--- src/rtl/axis_frame_driver.sv ---
`default_nettype none
// ============================================================================
// Module      : axis_frame_driver
// Description : Host end of the accelerator stream link. On start it streams
//               TX_DATA_NUM words read from a combinational TX memory out on
//               the master port. It then accepts up to RX_DATA_NUM result
//               words on the slave port and writes them to an RX memory. RX
//               frame length / TLAST disagreement is flagged in len_err.
// Ports       : clk, rst_n            clock, async active-low reset
//               start, busy, done     transaction control / status
//               len_err               sticky RX length/TLAST mismatch flag
//               tx_adr, tx_data       TX memory read port (comb read)
//               m_data/valid/last/ready  master stream to accelerator
//               s_data/valid/last/ready  slave stream from accelerator
//               rx_adr/data/wr        RX memory write port
// Revision    : 1.0 - initial release
// ============================================================================
module axis_frame_driver #(
    parameter int  DATA_WIDTH  = 32,
    parameter int  TX_DATA_NUM = 8,
    parameter int  RX_DATA_NUM = 4,
    localparam int TX_ADR_W    = $clog2(TX_DATA_NUM),
    localparam int RX_ADR_W    = $clog2(RX_DATA_NUM)
) (
    input  logic                  clk,
    input  logic                  rst_n,
    input  logic                  start,
    output logic                  busy,
    output logic                  done,
    output logic                  len_err,
    output logic [TX_ADR_W-1:0]   tx_adr,
    input  logic [DATA_WIDTH-1:0] tx_data,
    output logic [DATA_WIDTH-1:0] m_data,
    output logic                  m_valid,
    output logic                  m_last,
    input  logic                  m_ready,
    input  logic [DATA_WIDTH-1:0] s_data,
    input  logic                  s_valid,
    input  logic                  s_last,
    output logic                  s_ready,
    output logic [RX_ADR_W-1:0]   rx_adr,
    output logic [DATA_WIDTH-1:0] rx_data,
    output logic                  rx_wr
);

    localparam logic [TX_ADR_W-1:0] c_TX_LAST = TX_ADR_W'(TX_DATA_NUM - 1);
    localparam logic [RX_ADR_W-1:0] c_RX_LAST = RX_ADR_W'(RX_DATA_NUM - 1);

    typedef enum logic [1:0] {
        S_IDLE = 2'd0,
        S_SEND = 2'd1,
        S_RECV = 2'd2,
        S_DONE = 2'd3
    } state_t;

    state_t              r_state;
    state_t              w_nextState;
    logic [TX_ADR_W-1:0] r_txCnt;
    logic [TX_ADR_W-1:0] w_txCntNext;
    logic [RX_ADR_W-1:0] r_rxCnt;
    logic [RX_ADR_W-1:0] w_rxCntNext;
    logic                r_lenErr;
    logic                w_lenErrNext;
    logic                w_rxAtEnd;

    always_ff @(posedge clk or negedge rst_n) begin
        if (!rst_n) begin
            r_state  <= S_IDLE;
            r_txCnt  <= '0;
            r_rxCnt  <= '0;
            r_lenErr <= 1'b0;
        end else begin
            r_state  <= w_nextState;
            r_txCnt  <= w_txCntNext;
            r_rxCnt  <= w_rxCntNext;
            r_lenErr <= w_lenErrNext;
        end
    end

    // All outputs decode from the registered state, so an asynchronous reset
    // forces them low immediately and no beat can complete under reset.
    assign w_rxAtEnd = (r_rxCnt == c_RX_LAST);

    always_comb begin
        w_nextState  = r_state;
        w_txCntNext  = r_txCnt;
        w_rxCntNext  = r_rxCnt;
        w_lenErrNext = r_lenErr;
        done         = 1'b0;
        m_valid      = 1'b0;
        m_last       = 1'b0;
        m_data       = '0;
        s_ready      = 1'b0;
        rx_wr        = 1'b0;
        tx_adr       = r_txCnt;
        rx_adr       = r_rxCnt;
        rx_data      = s_data;

        case (r_state)
            S_IDLE: begin
                if (start) begin
                    w_nextState  = S_SEND;
                    w_txCntNext  = '0;
                    w_rxCntNext  = '0;
                    w_lenErrNext = 1'b0;
                end
            end

            S_SEND: begin
                // Valid is held for the whole state; tx_adr only moves on a
                // completed beat, so m_data/m_last stay put under backpressure.
                m_valid = 1'b1;
                m_data  = tx_data;
                m_last  = (r_txCnt == c_TX_LAST);
                if (m_ready) begin
                    if (r_txCnt == c_TX_LAST) begin
                        w_txCntNext = '0;
                        w_nextState = S_RECV;
                    end else begin
                        w_txCntNext = r_txCnt + 1'b1;
                    end
                end
            end

            S_RECV: begin
                s_ready = 1'b1;
                rx_wr   = s_valid;
                if (s_valid) begin
                    // Frame ends on whichever comes first: TLAST or the
                    // expected word count. They must coincide for a clean frame.
                    if (s_last || w_rxAtEnd) begin
                        w_rxCntNext = '0;
                        w_nextState = S_DONE;
                        if (s_last != w_rxAtEnd) begin
                            w_lenErrNext = 1'b1;
                        end
                    end else begin
                        w_rxCntNext = r_rxCnt + 1'b1;
                    end
                end
            end

            S_DONE: begin
                done        = 1'b1;
                w_nextState = S_IDLE;
            end

            default: begin
                w_nextState = S_IDLE;
            end
        endcase
    end

    assign busy    = (r_state != S_IDLE);
    assign len_err = r_lenErr;

endmodule
`default_nettype wire

--- config.mk ---
export PLATFORM = sky130hd
export DESIGN_NAME = axis_frame_driver
export DESIGN_NICKNAME = d
export VERILOG_FILES = /design/src/rtl/axis_frame_driver.sv
export SDC_FILE = /design/constraint.sdc
export NUM_CORES = 1
export LEC_CHECK = 0
export ABC_AREA = 1
export BUFFER_PORTS_ARGS = -buffer_cell sky130_fd_sc_hd__buf_2
export CORE_ASPECT_RATIO = 0.9
export CORE_MARGIN = 5
export CORE_UTILIZATION = 32
export CTS_BUF_LIST = sky130_fd_sc_hd__clkbuf_4
export CTS_CLUSTER_DIAMETER = 100
export DETAILED_ROUTE_END_ITERATION = 10
export HOLD_SLACK_MARGIN = 0.02
export PLACE_DENSITY = 0.84
export SYNTH_ARGS = -nofsm -noshare
export SYNTH_HDL_FRONTEND = slang
export SYNTH_SLANG_ARGS = --single-unit
--- constraint.sdc ---
create_clock -name clk -period 1.7 [get_ports clk]
set_input_delay 0.085 -clock clk [delete_from_list [all_inputs] [get_ports clk]]
set_output_delay 0.085 -clock clk [all_outputs]
set_load 0.005 [all_outputs]
==> metrics.md <==
| Metric | Value |
|---|---|
| Status | `complete, no violations` |
| Crit-path cells | `inv_1 > ha_2 > clkbuf_16 > nand2_1 > inv_1 > buf_2` |
| Synth Instances | `between 150 and 200` |
| N_diodes | `0` |
| CORE AREA | `3330 µm²` |
| CTS max path bufs | `2` |
| CP bufs+invs | `4` |
| Rows | `20` |
| Hold EP | `rx_data[1]` |
| Hold Crit Depth | `0` |
| Crit-path slowest cell | `dfrtp_1` |
| Crit. End Element | `output port` |
| Largest area contributor in the netlist | `buf_4` |
| Vias in the first global route | `1064` |
| Worst Path Required | `approximately 1.6 ns` |
| Clock sinks | `8` |
| Fill cell count | `between 300 and 400` |
| Clock slew at reported path FFs | `~0.06 ns` |
| DRC | `0` |
| Area delta synth->final | `25.1%` |
| GRT overflow | `0` |
| TritonCTS buffer count | `3` |
| Post-synth EDFFs | `0` |
| Max-slew violation count | `0` |
| Die Height | `65.4 µm` |
| Final Cycle Share | `93.4%` |
| Via count | `1100` |
| Synth area leaders | `buf_4 22%, nand2_1 20%, dfrtp_1 18%` |
| All-Layer GR Usage | `between 10% and 20%` |
| Setup CP Type | `flip-flop to output port` |
| Synth Area per Inst | `6.16 µm²` |
| DRT iter0 DRCs | `43` |
| Setup TNS Final | `0 ns` |
| Most frequent CP cell | `inv_1` |
| Flop2flop setup slack | `0.25 ns` |
| Final min period | `1.59 ns` |
| Clock latency on the worst-skew pair | `0.25 ns` |
| Most frequent cells after synthesis | `59 x nand2_1, 43 x inv_1, 32 x buf_4` |
| Initial Utilization | `32.7%` |
| Pwr dens | `1360 nW/µm²` |
| FMAX | `0.630 GHz` |
| Root Buffer | `clkbuf_4` |
| Largest net degree at the start of global routing | `37` |
| Final hold vios | `0` |
| Area of the multi-input gates | `~460 µm²` |
| Ys async rst share | `between 90% and 100%` |
| Count leader, synth | `nand2_1` |
| Initial antenna violation count | `0` |
| RSZ-0062 raised after global routing | `false` |
| Wire length of the first global-routing pass | `4.54 mm` |
| CP Launch Type | `flip-flop` |
| Share of cells above drive strength 1 | `41.2%` |
| Max Cap Violations | `0` |
| Critical Path Fanout Max | `18` |
| Peak VDD IR | `0.562 mV` |
| # IOs | `146` |
| CP arrival | `1.50 ns` |
| Final core utilization | `41.0%` |
| Final HPWL DP | `2.42 mm` |
| Htree depth | `1` |
| R2R depth | `7` |
| Top FF cell, synth | `dfrtp_1` |
| Dpl ws | `about 0.27 ns` |
| Worst path top cell family by delay | `buffers and inverters` |
| Seq. cell area | `200 µm²` |
| Nets@finish | `310` |
| Worst slew pin tran | `about 0.23 ns` |
| Die ar. | `4670 µm²` |
| Wirelength per Cell | `around 11 µm` |
| CTS tree | `yes` |
| Final setup viols | `0` |
| Synth Cell Area | `1090 µm²` |
| Leak pwr | `1.10 nW` |
| Drt pass-1 iters | `4` |
| Slowest stage delay, CP | `0.43 ns` |
| Post-Route Skew | `0.000308 ns` |
| Slew HR | `84.6%` |
| Worst Setup Slack, final | `roughly 0.11 ns` |
| Number of nets with antenna violations after routing | `0` |
| Chip width | `71.5 µm` |
| I/O Buffers | `81` |
| Yosys top cell area share | `22.0%` |
| Global placer's final weighted congestion | `0.874` |
| Syn_nets | `257` |
| Worst hold path type | `input port to output port` |
| R2R Path Start | `r_state[0]` |
| RR Endpoint | `rx_adr[1]` |
| Synthesized flop and latch total | `8` |
| Vias per cell | `about 4.0` |
| Unique cell type count in the Yosys netlist | `17` |
| Seq/Total Area, Yosys | `18.4%` |
| Total Wirelength | `between 2 and 3 mm` |
| Yosys warning count | `0` |
| Hold_sp | `s_data[1]` |
area by class of cell:
cell class                 instances  share of cell area (%)
multi-input combinational         88                    33.5
inverter                          45                    12.4
timing repair buffer              84                    33.8
clock buffer                       3                    1.65
sequential                         8                    14.7
tap                               44                    4.04
routing by layer:
metal | global-route usage, % | share of wire [%]
met3 | 3.21 | 11
met2 | 20.6 | 49
met5 | 0 | 0
met1 | 13.3 | 39
met4 | 7.04 | 1.9
cells by family (layout without fill, tap and decap cells):
| kind of cell | count (synthesis) | in the layout | share of synthesized area, % |
|---|---|---|---|
| buffers and inverters | 81 | 132 | 40.0 |
| and+or+nand+nor | 76 | 76 | 29.3 |
| adders and majority gates | 10 | 10 | 11.5 |
| DFF | 8 | 8 | 18.4 |
| AOI/OAI and AO/OA | 2 | 2 | 0.919 |
layout by cell type (no fill, tap or decap):
cell type / Yosys / final
buf_2: 3 / 81
nand2_1: 59 / 59
inv_1: 43 / 43
ha_1: 10 / 9
dfrtp_1: 8 / 8
nand3_1: 6 / 6
nor2_2: 3 / 3
nor2_1: 3 / 3
clkbuf_4: 0 / 3
inv_2: 2 / 2
o21ai_1: 2 / 2
or2_1: 1 / 1
nor2_4: 1 / 1
nand2_2: 1 / 1
nand3b_1: 1 / 1
or2_0: 1 / 1
ha_2: 0 / 1
clkbuf_16: 0 / 1
dlygate4sd3_1: 0 / 1
buf_12: 0 / 1
repair_timing:
| action | in CTS | in global routing |
|---|---|---|
| setup buffers | 0 | 0 |
| hold buffers | 1 | 0 |
| setup endpoints to repair | 0 | 16 |
| endpoints found under the hold margin | 8 | 0 |
| resized for setup | 0 | 1 |
state kept, by name, summed over array words and instances, names as in the netlist:
register and flops:
len_err 1, rx_adr 2, tx_adr 3, r_state 2
how the worst max path moves through the flow:
| stage | depth (start not counted) | endpoint | from |
|---|---|---|---|
| CTS | 6 | m_data[0] | r_state[1] |
| floorplan | 7 | rx_adr[0] | r_state[0] |
| global route | 6 | m_data[31] | r_state[1] |
| global placement | 8 | r_state[1] | r_state[0] |
| detailed placement | 7 | rx_adr[1] | r_state[0] |
| finish | 6 | m_data[8] | r_state[1] |
per-stage QoR:
stage	instances	hold WS (ns)	total power [mW]	instance area [µm²]
floorplan	177	-0.211	1.19	1090
global placement	267	-0.0585	1.61	1300
detailed placement	267	-0.0561	1.65	1300
CTS	271	0.170	1.81	1340
global route	272	0.170	2.09	1360
finish	272	0.170	1.86	1360
power by group:
part / switching, mW / total, mW / leakage [nW] / internal [mW]
Combinational: 0.763 / 1.37 / 0.977 / 0.605
Sequential: 0.0740 / 0.340 / 0.105 / 0.266
Clock: 0.0681 / 0.149 / 0.0138 / 0.0810
Power figures use the tool's default switching activity.
